<file path="src/rtl/rv32i_pkg.sv">
`default_nettype none
// ============================================================================
// Module   : rv32i_pkg
// Purpose  : Shared RV32I opcode/funct3 constants, access-size and FSM types.
// Revision : 1.0 - initial release
// ============================================================================
package rv32i_pkg;

  localparam logic [6:0] OP_LOAD  = 7'b0000011;
  localparam logic [6:0] OP_STORE = 7'b0100011;

  localparam logic [2:0] F3_B  = 3'b000;
  localparam logic [2:0] F3_H  = 3'b001;
  localparam logic [2:0] F3_W  = 3'b010;
  localparam logic [2:0] F3_BU = 3'b100;
  localparam logic [2:0] F3_HU = 3'b101;

  typedef enum logic [1:0] {
    SZ_WORD = 2'b00,
    SZ_HALF = 2'b01,
    SZ_BYTE = 2'b10,
    SZ_NONE = 2'b11
  } access_size_e;

  typedef enum logic [1:0] {
    ST_IDLE  = 2'd0,
    ST_REQ   = 2'd1,
    ST_RESP  = 2'd2,
    ST_FAULT = 2'd3
  } state_e;

  function automatic logic f3_illegal(input logic is_store, input logic [2:0] f3);
    logic bad;
    if (is_store) bad = (f3 >= 3'b011);
    else          bad = (f3 == 3'b011) || (f3 == 3'b110) || (f3 == 3'b111);
    return bad;
  endfunction

  // wcode is funct3[1:0]: 00 byte, 01 half, 10 word
  function automatic logic misaligned(input logic [1:0] wcode, input logic [1:0] lo);
    logic mis;
    case (wcode)
      2'b01:   mis = lo[0];
      2'b10:   mis = (lo != 2'b00);
      default: mis = 1'b0;
    endcase
    return mis;
  endfunction

  function automatic access_size_e size_of(input logic [1:0] wcode);
    access_size_e sz;
    case (wcode)
      2'b00:   sz = SZ_BYTE;
      2'b01:   sz = SZ_HALF;
      2'b10:   sz = SZ_WORD;
      default: sz = SZ_NONE;
    endcase
    return sz;
  endfunction

endpackage
`default_nettype wire

</file>
<file path="src/rtl/lsu_align.sv">
`default_nettype none
// ============================================================================
// Module   : lsu_align
// Purpose  : Combinational store lane replication and load extract/extend.
// Revision : 1.0 - initial release
// ============================================================================
module lsu_align
  import rv32i_pkg::*;
(
  input  logic [1:0]  st_width,
  input  logic [31:0] st_data,
  input  logic [2:0]  ld_funct3,
  input  logic [1:0]  ld_lane,
  input  logic [31:0] ld_word,
  output logic [31:0] st_lanes,
  output logic [31:0] ld_value
);

  logic [7:0]  w_byte;
  logic [15:0] w_half;
  logic        w_sext;

  always_comb begin
    w_byte = ld_word[8*ld_lane +: 8];
    w_half = ld_lane[1] ? ld_word[31:16] : ld_word[15:0];
    w_sext = ~ld_funct3[2];

    case (ld_funct3[1:0])
      F3_B[1:0]: ld_value = {{24{w_sext & w_byte[7]}}, w_byte};
      F3_H[1:0]: ld_value = {{16{w_sext & w_half[15]}}, w_half};
      default:   ld_value = ld_word;
    endcase

    case (st_width)
      F3_B[1:0]: st_lanes = {4{st_data[7:0]}};
      F3_H[1:0]: st_lanes = {2{st_data[15:0]}};
      default:   st_lanes = st_data;
    endcase
  end

endmodule
`default_nettype wire

</file>
<file path="src/rtl/dmem_access_ctrl.sv">
`default_nettype none
// ============================================================================
// Module   : dmem_access_ctrl
// Purpose  : MEM-stage data-memory access sequencer with timeout and fault check.
// Revision : 1.0 - initial release
// ============================================================================
module dmem_access_ctrl
  import rv32i_pkg::*;
#(
  parameter int TIMEOUT = 255
) (
  input  logic        clk,
  input  logic        rst_n,
  input  logic        start,
  input  logic        is_store,
  input  logic [2:0]  funct3,
  input  logic [31:0] addr,
  input  logic [31:0] store_data,
  input  logic        data_mem_ready_n,
  input  logic [31:0] mem_rdata,
  output logic        mem_req,
  output logic        mem_write,
  output logic [1:0]  access_size,
  output logic [31:0] mem_addr,
  output logic [31:0] mem_wdata,
  output logic [31:0] load_data,
  output logic        done,
  output logic        access_fault,
  output logic        bus_err,
  output logic        stall
);

  localparam int                 c_cnt_w   = $clog2(TIMEOUT + 1);
  localparam logic [c_cnt_w-1:0] c_timeout = c_cnt_w'(TIMEOUT);

  state_e             r_state;
  logic [c_cnt_w-1:0] r_cnt;
  logic [2:0]         r_funct3;

  logic [c_cnt_w-1:0] w_cnt_inc;
  logic               w_reject;
  logic [31:0]        w_st_lanes;
  logic [31:0]        w_ld_value;

  assign w_cnt_inc = r_cnt + 1'b1;
  assign w_reject  = f3_illegal(is_store, funct3) | misaligned(funct3[1:0], addr[1:0]);

  // Stall drops in FAULT so the pipeline can advance into the trap.
  assign stall = (start & ((r_state == ST_IDLE) | (r_state == ST_RESP))) | (r_state == ST_REQ);

  lsu_align u_align (
    .st_width  (funct3[1:0]),
    .st_data   (store_data),
    .ld_funct3 (r_funct3),
    .ld_lane   (mem_addr[1:0]),
    .ld_word   (mem_rdata),
    .st_lanes  (w_st_lanes),
    .ld_value  (w_ld_value)
  );

  always_ff @(posedge clk or negedge rst_n) begin
    if (!rst_n) begin
      r_state      <= ST_IDLE;
      r_cnt        <= '0;
      r_funct3     <= '0;
      mem_req      <= 1'b0;
      mem_write    <= 1'b0;
      access_size  <= SZ_NONE;
      mem_addr     <= '0;
      mem_wdata    <= '0;
      load_data    <= '0;
      done         <= 1'b0;
      access_fault <= 1'b0;
      bus_err      <= 1'b0;
    end else begin
      done         <= 1'b0;
      access_fault <= 1'b0;
      bus_err      <= 1'b0;
      case (r_state)
        ST_REQ: begin
          // Ready takes priority over the timeout on the same edge.
          if (!data_mem_ready_n) begin
            r_state     <= ST_RESP;
            done        <= 1'b1;
            if (!mem_write) load_data <= w_ld_value;
            mem_req     <= 1'b0;
            mem_write   <= 1'b0;
            access_size <= SZ_NONE;
          end else begin
            r_cnt <= w_cnt_inc;
            if (w_cnt_inc == c_timeout) begin
              r_state     <= ST_IDLE;
              bus_err     <= 1'b1;
              mem_req     <= 1'b0;
              mem_write   <= 1'b0;
              access_size <= SZ_NONE;
            end
          end
        end
        ST_FAULT: r_state <= ST_IDLE;
        default: begin
          if (start) begin
            if (w_reject) begin
              r_state      <= ST_FAULT;
              access_fault <= 1'b1;
            end else begin
              r_state     <= ST_REQ;
              r_cnt       <= '0;
              r_funct3    <= funct3;
              mem_req     <= 1'b1;
              mem_write   <= is_store;
              access_size <= size_of(funct3[1:0]);
              mem_addr    <= addr;
              mem_wdata   <= w_st_lanes;
            end
          end else begin
            r_state <= ST_IDLE;
          end
        end
      endcase
    end
  end

endmodule
`default_nettype wire

</file>
<file path="config.mk">
export PLATFORM = sky130hd
export DESIGN_NAME = dmem_access_ctrl
export DESIGN_NICKNAME = d
export VERILOG_FILES = /design/src/rtl/rv32i_pkg.sv /design/src/rtl/lsu_align.sv /design/src/rtl/dmem_access_ctrl.sv
export SDC_FILE = /design/constraint.sdc
export NUM_CORES = 1
export LEC_CHECK = 0
export CAP_MARGIN = 20
export CORE_ASPECT_RATIO = 1.1
export CORE_MARGIN = 1.5
export CORE_UTILIZATION = 31
export CTS_BUF_LIST = sky130_fd_sc_hd__clkbuf_16
export DETAILED_ROUTE_END_ITERATION = 8
export GPL_ROUTABILITY_DRIVEN = 0
export PLACE_DENSITY = 0.58
export SETUP_SLACK_MARGIN = 0.4
export SLEW_MARGIN = 10
export SYNTH_ARGS = -nofsm -noshare
export SYNTH_HDL_FRONTEND = slang
export SYNTH_SLANG_ARGS = --single-unit
</file>
<file path="constraint.sdc">
create_clock -name clk -period 2.42 [get_ports clk]
set_input_delay 0.363 -clock clk [delete_from_list [all_inputs] [get_ports clk]]
set_output_delay 0.363 -clock clk [all_outputs]
set_load 0.02 [all_outputs]
</file>
==> flow_summary.yaml, run 1 <==
routing:
  wl_per_cell_um: 17.0
  num_vias: 4671
  dr.pass1.iters: 4
  routed_wirelength_um: 16300
  drc: 0
  viasPerCell: 4.85
  drt_iter0_markers: 308
  ant_nets: 0
synth:
  syn-mean-instance-area_um2: 11.1
  syn_inst: 489
  synth_top_flop_cell: "dfrtp_1"
  yosysTopAreaCell: "dfrtp_1"
  syn_area_um2: 5410
  synth_nets: 599
  synth-seq-cells: 116
  ys_seq_area_share_pct: 53.7
  synthDominantCellAreaShare_pct: 52.8
  synth_area_leaders: "dfrtp_1 (53%), mux2_2 (10%), a21oi_1 (5.4%)"
  async_flop_share_pct: 100
  synth_edf_count: 0
  ys_warn_count: 0
  synth_cell_types: 41
worst_setup_path:
  critical_path_arrival_ns: 1.60
  path_max_fanout: 2
  slowest_delay_ns: 0.65
  r2r_start: "r_state[0]$_DFFE_PN0P_"
  path_class: "reg -> out"
  reg2reg_depth: 5
  end_kind: "primary output"
  cp-start-kind: "flip-flop"
  critPathSlowestCell: "clkdlybuf4s50_1"
  r2r-end: "mem_addr[26]$_DFFE_PN0P_"
  r2r_slack_ns: 0.53
  required_ns: 2.06
  crit_buf_inv: 1
  crit_family: "buffers and inverters"
  path_cells: "clkdlybuf4s50_1"
clock_tree:
  cts_tree: "built"
  clk_pin_slew_ns: 0.05
  clock_insertion_delay_worst_skew_ns: 0.41
  htreeDepth: 4
  cts_buffers: 17
  cts_sinks: 116
  clk_path_buf_depth: 2
  cts-root-buf: "clkbuf_16"
grt:
  grt_util_met2_pct: 29.8
  use_met3_pct: 4.75
  grt-ovfl-total: 0
  antenna_found_initial: 0
  grt_max_degree: 46
  grt_pass1_wl_um: 25500
  busiest_layer: "met2"
  grt_pass1_vias: 4748
  gr-usage-all-layers_pct: 18.2
  grt_util_met1_pct: 22.9
floorplanning:
  core_um2: 17000
  io_pins: 208
  die_x_um: 129
  initial_core_util_pct: 31.8
  die_y_um: 142
  dieArea_um2: 18200
  row_count: 50
final_layout:
  drive_gt1_share_pct: 18.1
  num_antenna_cells: 0
  fin_nets: 827
  final_util_pct: 50.9
  area_growth_pct: 60.1
placed_design:
  portBuffers: 207
  dp_hpwl_um: 12100
hold_path:
  min_from: "load_data[7]$_DFFE_PN0P_"
  min_to: "load_data[7]$_DFFE_PN0P_"
  hold_path_class: "reg -> reg"
  hold_path_depth: 2
timing:
  fmax_ghz: 0.510
  clock_skew_ns: 0.00491
  drv_slew: 0
  slew_headroom_pct: 61.1
  grt_setup_unrepaired: "yes"
  hold_viol_final: 0
  timing.hold.ws_ns: 0.479
  worst_pin_slew_ns: 0.583
  min_period_ns: 1.96
  setup-violations-final: 0
  finalCritPeriodShare_pct: 81.0
power_and_ir_drop:
  total_power_mw: 9.82
  power_density_nw_per_um2: 1130
  peakVddDrop_mv: 0.581
  p_leak_nw: 3.59
run_status:
  status: "completed"
flow_run:
  drv_cap: 0
==> kinds of logic after synthesis <==
group | Yosys count | share of synthesized area [%]
xor gates and xnor gates | 3 | 0.486
buffers and inverters | 36 | 3.52
and+or+nand+nor | 142 | 11.5
DFF | 116 | 53.7
adders and majority gates | 6 | 1.39
AOI/OAI and AO/OA | 111 | 12.5
muxes | 75 | 16.9
==> area by class of cell <==
class,count,area [um^2]
Tap cell,234,293
Fill cell,1575,8360
Clock buffer,17,425
Inverter,6,25.0
Timing Repair Buffer,239,2440
Sequential cell,116,2910
Multi-Input combinational cell,337,2390
Clock inverter,15,170
==> timing repair <==
action / in CTS / in global routing
setup endpoints to repair: 70 / 4
resized for setup: 7 / 3
endpoints found under the hold margin: 38 / 0
buffers inserted: 2 / 0
pin swaps: 2 / 0
hold buffers: 1 / 0
cloned: 1 / 0
==> worst max-delay path by stage <==
stage               slack [ns]  depth (start not counted)                    endpoint                       start
floorplan                 0.42                          7    mem_addr[10]$_DFFE_PN0P_                   funct3[0]
global placement          -0.1                          9    mem_addr[17]$_DFFE_PN0P_                   funct3[0]
detailed placement       -0.18                          9    mem_addr[16]$_DFFE_PN0P_                   funct3[0]
CTS                       0.44                          1              access_size[0]  access_size[0]$_DFFE_PN1P_
global route              0.38                          9  access_size[0]$_DFFE_PN1P_                   funct3[0]
finish                    0.46                          1              access_size[1]  access_size[1]$_DFFE_PN1P_
==> layer usage <==
layer | up-vias | share of wire, % | wire [um]
met5 | - | 0 | 0
met4 | 0 | 2.3 | 374
met3 | 27 | 5.5 | 891
met2 | 151 | 49 | 8090
met1 | 2300 | 43 | 6990
li1 | 2193 | - | -
==> cell usage in the layout (no fill, tap or decap), types with 3 or more instances in the layout <==
master | Yosys | layout
ha_1 | 6 | 4
mux2i_1 | 17 | 17
nor2_1 | 63 | 62
o22ai_1 | 4 | 4
o21ai_0 | 11 | 11
nand2b_1 | 6 | 6
mux4_2 | 8 | 8
inv_1 | 6 | 5
clkdlybuf4s50_1 | 0 | 203
clkinv_1 | 0 | 5
buf_12 | 0 | 8
clkbuf_16 | 0 | 17
a31oi_1 | 9 | 9
bufinv_16 | 0 | 4
and3_1 | 3 | 3
mux2_2 | 50 | 40
buf_4 | 3 | 20
a22oi_1 | 16 | 16
a2bb2oi_1 | 3 | 3
buf_6 | 5 | 3
xnor2_1 | 3 | 3
dfrtp_1 | 114 | 112
clkinv_2 | 0 | 4
nand3b_1 | 9 | 9
dlygate4sd2_1 | 0 | 3
nand2_1 | 48 | 47
nand3_1 | 4 | 4
mux2_4 | 0 | 10
a21oi_1 | 58 | 57
==> state kept, by name (all words and copies together), names as in the netlist <==
signal,flops
done,1
bus_err,1
access_fault,1
mem_wdata,32
access_size,2
r_funct3,3
r_cnt,8
mem_write,1
load_data,32
r_state,2
mem_req,1
mem_addr,32
==> report_power, final <==
part | total, mW | switching [mW] | leakage, nW | internal, mW
Combinational | 4.09 | 1.99 | 1.95 | 2.11
Sequential | 3.17 | 0.497 | 1.34 | 2.67
Clock | 2.55 | 0.863 | 0.295 | 1.69
Total | 9.82 | 3.35 | 3.59 | 6.47
==> Yosys cell counts (3+ instances only) <==
library cell	n
dfrtp_1	114
nor2_1	63
a21oi_1	58
mux2_2	50
nand2_1	48
mux2i_1	17
a22oi_1	16
clkbuf_1	16
o21ai_0	11
a31oi_1	9
nand3b_1	9
mux4_2	8
ha_1	6
inv_1	6
nand2b_1	6
buf_2	5
buf_6	5
nand3_1	4
o22ai_1	4
a2bb2oi_1	3
and3_1	3
buf_4	3
xnor2_1	3
==> through the flow <==
step / instance area [um^2] / worst slack, ns / TNS [ns] / std cells
finish: 8650 / 0.460 / 0 / 964
global route: 8650 / 0.381 / 0 / 964
CTS: 8650 / 0.443 / 0 / 964
detailed placement: 7980 / -0.179 / -8.30 / 928
global placement: 7980 / -0.0993 / -4.14 / 928
floorplan: 5480 / 0.416 / 0 / 489
No activity file was read; power rests on OpenSTA's default activity.
==> inputs of run 2 (changes only) <==
PLACE_DENSITY = 0.6   (was 0.58)
clock period = 1.8 ns   (was 2.42 ns; I/O delays follow)
==> run 2 against run 1 <==
Clock skew up 0.0053 ns. Die area unchanged. Non-clock buffer count up 52. Power up 35%. Largest cell class unchanged.
==> flow_summary.yaml, run 2 (synthesized netlist as in run 1, its figures left out) <==
final_layout:
  drive_gt1_share_pct: 40.7
  final_common_cell: "dfrtp_1"
  fillerInstances: 1471
  num_antenna_cells: 0
  area_growth_pct: 74.8
  post-route-cell-area_um2: 9450
  multi_input_area_um2: 2840
  fin_nets: 879
  regArea_um2: 2910
  layout_common_cells: "dfrtp_1 (111), clkdlybuf4s50_1 (97), clkbuf_2 (51)"
  reg_top3: "load_data: 32 flops, mem_addr: 32 flops, mem_wdata: 32 flops"
  layout.cells.non_filler: 1016
routing:
  routed_wirelength_um: 17600
  ant_nets: 0
  viasPerCell: 4.88
  wl_per_cell_um: 17.3
  dr.pass1.iters: 5
  drt_iter0_markers: 225
  num_vias: 4962
  drc: 0
clock_tree:
  clk_pin_slew_ns: 0.05
  cts_buffers: 17
  cts_sinks: 116
  htreeDepth: 4
  clk_path_buf_depth: 2
  clock_insertion_delay_worst_skew_ns: 0.42
  cts_tree: "built"
  cts-root-buf: "clkbuf_16"
timing:
  fmax_ghz: 0.584
  slew_headroom_pct: 74.4
  worst_slack_ns: 0.0872
  hold_viol_final: 0
  worst_pin_slew_ns: 0.384
  clock_skew_ns: 0.0102
  finalCritPeriodShare_pct: 95.2
  setup-violations-final: 0
  min_period_ns: 1.71
  grt_setup_unrepaired: "yes"
  drv_slew: 0
placed_design:
  dp_cells: 948
  dp_hpwl_um: 12000
  place_area_um2: 8240
  place_ws_ns: -0.821
  portBuffers: 207
grt:
  gr-usage-all-layers_pct: 19.7
  grt_pass1_wl_um: 27700
  grt-ovfl-total: 0
  antenna_found_initial: 0
  grt_pass1_vias: 5264
  grt_max_degree: 69
run_status:
  status: "completed"
worst_setup_path:
  path_cells: "nand2b_4 -> a2111oi_4 -> buf_4 -> buf_12 -> buf_12 -> buf_12 -> buf_16 -> a31oi_4"
  critPathSlowestCell: "dfrtp_1"
  r2r_start: "r_state[0]$_DFFE_PN0P_"
  path_max_fanout: 8
  path_class: "reg -> reg"
  cp-start-kind: "flip-flop"
  required_ns: 2.09
  r2r-end: "mem_wdata[31]$_DFFE_PN0P_"
  end_kind: "flip-flop"
  crit_start: "r_state[0]$_DFFE_PN0P_"
  slowest_delay_ns: 0.39
  reg2reg_depth: 8
  cpMostUsedCell: "buf_12"
  cp-endpoint: "mem_wdata[31]$_DFFE_PN0P_"
  r2r_slack_ns: 0.09
  critical_path_arrival_ns: 2.00
power_and_ir_drop:
  peakVddDrop_mv: 0.720
  total_power_mw: 13.3
  p_leak_nw: 4.05
  power_density_nw_per_um2: 1410
floorplanning:
  row_count: 50
  core_um2: 17000
  dieArea_um2: 18200
  die_x_um: 129
  initial_core_util_pct: 31.8
  die_y_um: 142
  io_pins: 208
flow_run:
  drv_cap: 0
hold_path:
  hold_path_class: "in -> async"
run 2: cell types whose count changed in the layout (fill, tap and decap cells not counted), moves of 23 or more:
| cell | previous run | this run |
|---|---|---|
| clkdlybuf4s50_1 | 203 | 97 |
| buf_4 | 20 | 43 |
| clkbuf_2 | 0 | 51 |
| a21oi_1 | 57 | 32 |
| clkdlybuf4s15_1 | 0 | 43 |
| a21oi_2 | 1 | 25 |
run 2: where the power goes:
part	leakage, nW	total (mW)	internal (mW)	switching, mW
Sequential	1.34	4.27	3.60	0.676
Clock	0.275	3.18	1.99	1.19
Combinational	2.43	5.85	2.80	3.04
Total	4.05	13.3	8.39	4.91
run 2: layout make-up:
cell class	count	area share [%]
Sequential cell	116	30.8
Inverter	6	0.397
Clock buffer	17	4.50
Multi-Input combinational cell	337	30.0
Timing Repair Buffer	291	29.9
Tap cell	234	3.10
Clock inverter	15	1.32
run 2: routing by layer:
| layer | up-vias | part of all wire (%) | GRT usage (%) |
|---|---|---|---|
| met1 | 2450 | 41 | 24.0 |
| met2 | 176 | 50 | 33.0 |
| met5 | - | 0 | 0 |
| met3 | 40 | 5.7 | 4.98 |
| li1 | 2296 | - | - |
| met4 | 0 | 2.8 | 8.46 |
run 2: worst min-delay path by stage:
stage	from	to	slack, ns	depth (start not counted)
after floorplan	rst_n	access_fault$_DFF_PN0_	-0.03	0
after global placement	rst_n	bus_err$_DFF_PN0_	0.08	1
after detailed placement	rst_n	bus_err$_DFF_PN0_	0.08	1
after CTS	rst_n	bus_err$_DFF_PN0_	0.19	2
after global routing	rst_n	bus_err$_DFF_PN0_	0.20	2
final	rst_n	bus_err$_DFF_PN0_	0.20	2
run 2: repair_timing:
action / CTS / global route
cloned: 4 / 0
resized for setup: 300 / 112
setup buffers: 21 / 10
pin swaps: 22 / 17
endpoints found under the hold margin: 114 / 0
hold buffers: 1 / 0
endpoints found under the setup margin: 218 / 191
run 2: stage by stage:
| stage | hold WS, ns | setup TNS, ns | utilization [%] |
|---|---|---|---|
| 6_report | 0.199 | 0 | 55.5 |
| 5_1_grt | 0.200 | 0 | 55.5 |
| 4_1_cts | 0.189 | 0 | 55.4 |
| 3_5_place_dp | 0.0780 | -58.99 | 48.4 |
| 3_3_place_gp | 0.0781 | -54.19 | 48.4 |
| 2_1_floorplan | -0.0256 | -4.03 | - |
run 2: worst max-delay path, delay by kind of cell (launching register included):
| kind | cells | cell delay [ns] |
|---|---|---|
| DFF | 1 | 0.39 |
| buffers and inverters | 5 | 0.65 |
| AOI/OAI and AO/OA | 2 | 0.36 |
| and+or+nand+nor | 1 | 0.17 |
